$ cat src/rtl/fetch_controller.sv
// Instruction fetch sequencer: drives the imem request/ack handshake and redirects on taken branches.
// It holds a stalled instruction in a skid register and drains abandoned requests before refetching.
module fetch_controller #(
  parameter logic [31:0] RESET_PC = 32'h0000_0000,
  parameter int unsigned MAX_WAIT = 8
) (
  input  logic        clk,
  input  logic        rst,
  input  logic        PCSrcE,
  input  logic [31:0] PCTargetE,
  input  logic        StallReq,
  input  logic        imem_ack,
  input  logic [31:0] imem_rdata,
  output logic        imem_req,
  output logic [31:0] imem_addr,
  output logic [31:0] PCF,
  output logic [31:0] InstrF,
  output logic [31:0] PCOutF,
  output logic        IFIDEnD,
  output logic        IFIDClrD,
  output logic        IDEXClrE,
  output logic        imem_timeout
);

  typedef enum logic [1:0] {IDLE, FETCH, HOLD, DRAIN} state_t;

  localparam logic [7:0] WAIT_LIMIT = 8'(MAX_WAIT);

  state_t      state_q, state_d;
  logic [31:0] pc_q, pc_d;
  logic [31:0] skid_q, skid_d;
  logic [31:0] skid_pc_q, skid_pc_d;
  logic [31:0] drain_q, drain_d;
  logic [7:0]  wait_q, wait_d;
  logic        timeout_q, timeout_d;
  logic [31:0] target;

  assign target       = {PCTargetE[31:2], 2'b00};
  assign PCF          = pc_q;
  assign imem_timeout = timeout_q;

  always_comb begin
    state_d   = state_q;
    pc_d      = pc_q;
    skid_d    = skid_q;
    skid_pc_d = skid_pc_q;
    drain_d   = drain_q;
    imem_req  = 1'b0;
    imem_addr = pc_q;
    InstrF    = imem_rdata;
    PCOutF    = pc_q;
    IFIDEnD   = 1'b0;
    IFIDClrD  = 1'b0;
    IDEXClrE  = 1'b0;

    unique case (state_q)
      IDLE: begin
        InstrF  = 32'h0;
        PCOutF  = 32'h0;
        state_d = FETCH;
      end
      FETCH: begin
        imem_req = 1'b1;
        IDEXClrE = StallReq;
        if (PCSrcE) begin
          pc_d     = target;
          IFIDClrD = 1'b1;
          IDEXClrE = 1'b1;
          if (!imem_ack) begin
            // The in-flight request cannot be withdrawn; remember it so it can be drained.
            drain_d = pc_q;
            state_d = DRAIN;
          end
        end else if (imem_ack) begin
          pc_d = pc_q + 32'd4;
          if (StallReq) begin
            skid_d    = imem_rdata;
            skid_pc_d = pc_q;
            state_d   = HOLD;
          end else begin
            IFIDEnD = 1'b1;
          end
        end
      end
      HOLD: begin
        InstrF   = skid_q;
        PCOutF   = skid_pc_q;
        IDEXClrE = StallReq;
        if (PCSrcE) begin
          pc_d     = target;
          IFIDClrD = 1'b1;
          IDEXClrE = 1'b1;
          state_d  = FETCH;
        end else if (!StallReq) begin
          IFIDEnD = 1'b1;
          state_d = FETCH;
        end
      end
      DRAIN: begin
        imem_req  = 1'b1;
        imem_addr = drain_q;
        IDEXClrE  = StallReq;
        if (PCSrcE) begin
          pc_d     = target;
          IFIDClrD = 1'b1;
          IDEXClrE = 1'b1;
        end
        if (imem_ack) state_d = FETCH;
      end
      default: state_d = IDLE;
    endcase
  end

  // Wait counter tracks the current unacknowledged request; the timeout flag is sticky.
  always_comb begin
    wait_d = wait_q;
    if (imem_req && imem_ack)                    wait_d = 8'h00;
    else if (imem_req && (wait_q != 8'hFF))      wait_d = wait_q + 8'd1;
    timeout_d = timeout_q | (wait_d >= WAIT_LIMIT);
  end

  always_ff @(posedge clk or negedge rst) begin
    if (!rst) begin
      state_q   <= IDLE;
      pc_q      <= RESET_PC;
      skid_q    <= 32'h0;
      skid_pc_q <= 32'h0;
      drain_q   <= 32'h0;
      wait_q    <= 8'h00;
      timeout_q <= 1'b0;
    end else begin
      state_q   <= state_d;
      pc_q      <= pc_d;
      skid_q    <= skid_d;
      skid_pc_q <= skid_pc_d;
      drain_q   <= drain_d;
      wait_q    <= wait_d;
      timeout_q <= timeout_d;
    end
  end

endmodule

$ cat config.mk
export PLATFORM = sky130hd
export DESIGN_NAME = fetch_controller
export DESIGN_NICKNAME = d
export VERILOG_FILES = /design/src/rtl/fetch_controller.sv
export SDC_FILE = /design/constraint.sdc
export NUM_CORES = 1
export LEC_CHECK = 0
export ABC_AREA = 1
export CELL_PAD_IN_SITES_DETAIL_PLACEMENT = 0
export CELL_PAD_IN_SITES_GLOBAL_PLACEMENT = 1
export CORE_ASPECT_RATIO = 0.75
export CORE_MARGIN = 2
export CORE_UTILIZATION = 45
export CTS_CLUSTER_SIZE = 12
export DETAILED_ROUTE_END_ITERATION = 10
export DONT_BUFFER_PORTS = 1
export PLACE_DENSITY_LB_ADDON = 0.1
export REMOVE_ABC_BUFFERS = 1
export SLEW_MARGIN = 20
export SYNTH_ARGS = -nofsm -noshare
export SYNTH_HDL_FRONTEND = slang
export SYNTH_SLANG_ARGS = --single-unit
$ cat constraint.sdc
create_clock -name clk -period 1.91 [get_ports clk]
set_input_delay 0.382 -clock clk [delete_from_list [all_inputs] [get_ports clk]]
set_output_delay 0.382 -clock clk [all_outputs]
set_load 0.01 [all_outputs]
==> impl_summary.md <==
Placed design
Routability-driven placement finished with a final weighted congestion of 0.8347. The wire-length estimate of the detail-placed layout is 14,730 microns. In this run the tool buffered the top-level ports with 0 buffer cells. Before CTS, the worst setup slack after placement is -0.01620 ns.

Clock network
The later pin in the worst-skew pair is clocked with a latency of 0.42 ns. The H-tree was split into 4 levels. The cell at the root of the clock tree is sky130_fd_sc_hd__clkbuf_16. The clock tree from TritonCTS is built.

The number of clock buffers added by TritonCTS is 17. In this run the deepest clock path goes through 2 buffers. The clock edge transition at the registers on the reported setup and hold paths is about 0.06 ns.

Counting every sink on the clock net gives 133.

Floorplan
In this run the horizontal extent of the chip is 153.4 microns. The die is 116.1 microns tall. After floorplanning, the core was sized to cover between 15,000 and 20,000 sq um.

202 I/O pins were placed. The floorplan has 40 rows. The initial utilization of the core area, before any placement, comes to 46.46%. The area of the die is 17,800 sq um.

Drt
The detailed router's first-iteration violation count is ~630. The post-detailed-route wirelength per cell is 17.96 microns. The routed design has between 20,000 and 25,000 microns of wire. The total via count in the routed design is 7,283. The residual antenna-violating net count after detailed routing is 0. The first detailed-routing pass ran for 7 iterations.

The DRC violation count after routing is 0. The detail-routed via count per cell is 5.332.

GRT
The total overflow left after global routing is 0. Global routing used 25.62% of the available tracks. The number of global-route vias before repair was approximately 6.4k.

The initial antenna violation count is 1. Entering global routing, the biggest net connects 134 pins. The first global-routing pass estimated approximately 35,000 microns of wire.

Run status
The checks that failed: hold timing, setup timing. The run finished, with violations left.

Yosys
The number of synthesis warnings is 0. Yosys attributes the largest share of cell area to sky130_fd_sc_hd__dfrtp_1 (44%), sky130_fd_sc_hd__nand2_1 (16%), sky130_fd_sc_hd__o21ai_0 (13%). In the synthesized netlist the dominant register cell turns out to be sky130_fd_sc_hd__dfrtp_1. The share of flip-flops with an asynchronous set or reset after synthesis is 100.0%. In this run, synthesis inferred 0 flip-flops with an integrated enable. The unique cell type count in the Yosys netlist is 39. The top cell type's share of synthesized area is approximately 44%.

After synthesis, the most frequently instantiated cells are sky130_fd_sc_hd__nand2_1 (325), sky130_fd_sc_hd__o21ai_0 (194), sky130_fd_sc_hd__dfrtp_1 (133), sky130_fd_sc_hd__nor2_1 (84), sky130_fd_sc_hd__inv_1 (82). The biggest area contributor in the post-synthesis netlist is sky130_fd_sc_hd__dfrtp_1. After technology mapping, the gate count stands at 1,033. After synthesis, the mean cell area works out to 7.293 sq um. In the post-synthesis netlist, the cell with the most instances is sky130_fd_sc_hd__nand2_1. The share of the Yosys chip area taken by registers is 44.18%.

The combined area of all synthesized cells is 7533 sq um. Counting flops and latches in the post-synthesis netlist gives roughly 130.

Critical path
The signal on the critical path passes through inv_2, ha_4, or2_4, buf_8, o21ai_2, buf_4. On the worst path, the slowest cell contributes a delay of between 0.4 and 0.5 ns. Among all stages on the critical path, the largest delay is contributed by sky130_fd_sc_hd__dfrtp_2.

The data required time of the worst path is 1.53 ns. The type of the worst setup path is register to primary output. Data arrives at the worst endpoint at 1.86 ns.

The element type at the critical path end is a primary output. The largest fanout on the critical path is 12. The sort of element at the start of the critical path is a register.

Timing
The worst clock skew is 0.008085 ns. After layout, the worst path uses 117.5% of the clock period. The number of max-slew violations in the final report is 0. Setup violations remaining at the end of the flow were counted as 120. The total negative setup slack is -26.29 ns.

In the post-route analysis, the smallest setup slack over all paths is -0.3344 ns. The time the final worst path needs with I/O delays and setup is 2.244 ns. Setup repair after global routing could not meet its margin everywhere. The tightest hold path in the finished design has a slack of -0.3440 ns.

The maximum operating frequency is 0.4456 GHz. The number of endpoints with negative hold slack in the final report is 133.

Power
Cell internal power was estimated by the tool at 0.01129 W. The share of total power in combinational logic is between 50% and 60%. Registers are responsible for roughly a quarter of the overall power. The leakage power figure is 4.832 nW. In this run switching power makes up a little under half of total power. Of the total power, the clock network draws 15.2%. IR analysis of the VDD net gives a maximum drop of 0.9608 mV.

Summed over all nets, the switching power comes to 0.009340 W. Dividing total power by cell area gives a power density of 1982 nW/um^2.

Layout
In the final layout, flip-flops and latches occupy 3329 sq um. Cells with a size suffix above 1 make up 29.15% of the layout. The number of antenna repair diodes is 0. The count of nets after finishing is roughly 1.2k. The area growth from synthesis to layout is 38.12%. The final-layout fill cell count is 1,443. The footprint of the multi-input gates is 4302 sq um. The final core utilization is 64.17%.

Min path
The path class of the tightest hold or removal check is primary input to asynchronous set/reset pin.

Flow run
Across the run, the number of max-cap violations was 0.
==> state kept, by name (all words and copies together), names as in the netlist <==
register and flops:
PCF 30, drain_q 30, imem_timeout 1, skid_pc_q 30
skid_q 32, state_q 2, wait_q 8
==> cell families after synthesis <==
family	count (synthesis)	synth area share, %
XOR/XNOR	4	0.4650
AO/OA/AOI/OAI	240	16.48
other	1	0.04978
adder cells (fa/ha/maj)	7	1.163
buffers and inverters	148	9.317
flip-flops	133	44.18
AND/OR/NAND/NOR	500	28.35
==> critical path: cells and delay by family (launching register included) <==
family	cells	cell delay, ns
AO/OA/AOI/OAI	1	0.13
adder cells (fa/ha/maj)	1	0.16
buffers and inverters	3	0.39
flip-flops	1	0.43
AND/OR/NAND/NOR	1	0.32
==> layout by cell type (no fill, tap or decap), drive strengths merged, types with 6 or more instances in the layout <==
cell type	netlist	final
a21oi	12	12
buf	33	130
clkbuf	24	28
clkinv	3	10
conb	1	6
dfrtp	133	133
ha	7	7
inv	88	92
nand2	339	340
nand3	47	47
nand4	9	9
nor2	102	102
o21ai	214	214
==> metal layers <==
layer / share of wire [%] / vias up / track usage (%)
met5: 0.065 / - / 0
met4: 0.63 / 2 / 4.404
met3: 7.6 / 14 / 8.788
met2: 44 / 225 / 36.96
met1: 48 / 3483 / 37.85
li1: - / 3559 / -
==> worst paths after layout <==
| path | start | depth (start not counted) | to | slack (ns) |
|---|---|---|---|---|
| worst max-delay path | state_q[1] | 6 | InstrF[14] | -0.33 |
| worst min-delay path | rst | 0 | wait_q[1] | -0.34 |
| worst max register to register | state_q[1] | 13 | PCF[11] | -0.12 |
| worst min register to register | skid_q[21] | 2 | skid_q[21] | 0.48 |
| max in group asynchronous | rst | 0 | skid_pc_q[19] | 1.98 |
| min in group clk | imem_rdata[18] | 2 | skid_q[18] | 0.13 |
==> area by class of cell <==
cell class | count | area share, %
timing repair buffer | 139 | 14.97
clock buffer | 20 | 4.293
tap | 210 | 2.525
inverter | 91 | 3.644
sequential | 133 | 32.00
clock inverter | 12 | 1.010
timing repair inverter | 2 | 0.2164
multi-input combinational | 759 | 41.34
==> repair_timing <==
action / CTS / global route
endpoints found under the setup margin: 93 / 120
buffers inserted: 6 / 11
pin swaps: 16 / 22
cloned: 6 / 15
hold endpoints to repair: 133 / 133
gates resized for setup: 155 / 149
==> power groups by stage <==
stage / clock, W / combinational [W] / sequential [W]
floorplan: 0 / 0.00484 / 0.00512
global placement: 0 / 0.00839 / 0.00524
detailed placement: 0 / 0.00845 / 0.00527
CTS: 0.00318 / 0.0101 / 0.00526
global route: 0.00333 / 0.0132 / 0.00551
finish: 0.00314 / 0.0122 / 0.00533
==> through the flow <==
stage | total power, W | cells | instance area, sq um
after floorplan | 0.009962 | 981 | 7203
after global placement | 0.01363 | 1298 | 8387
after detailed placement | 0.01372 | 1298 | 8387
after CTS | 0.01858 | 1342 | 9579
after global routing | 0.02203 | 1366 | 10410
final | 0.02063 | 1366 | 10410
(Power assumes the default switching activity.)
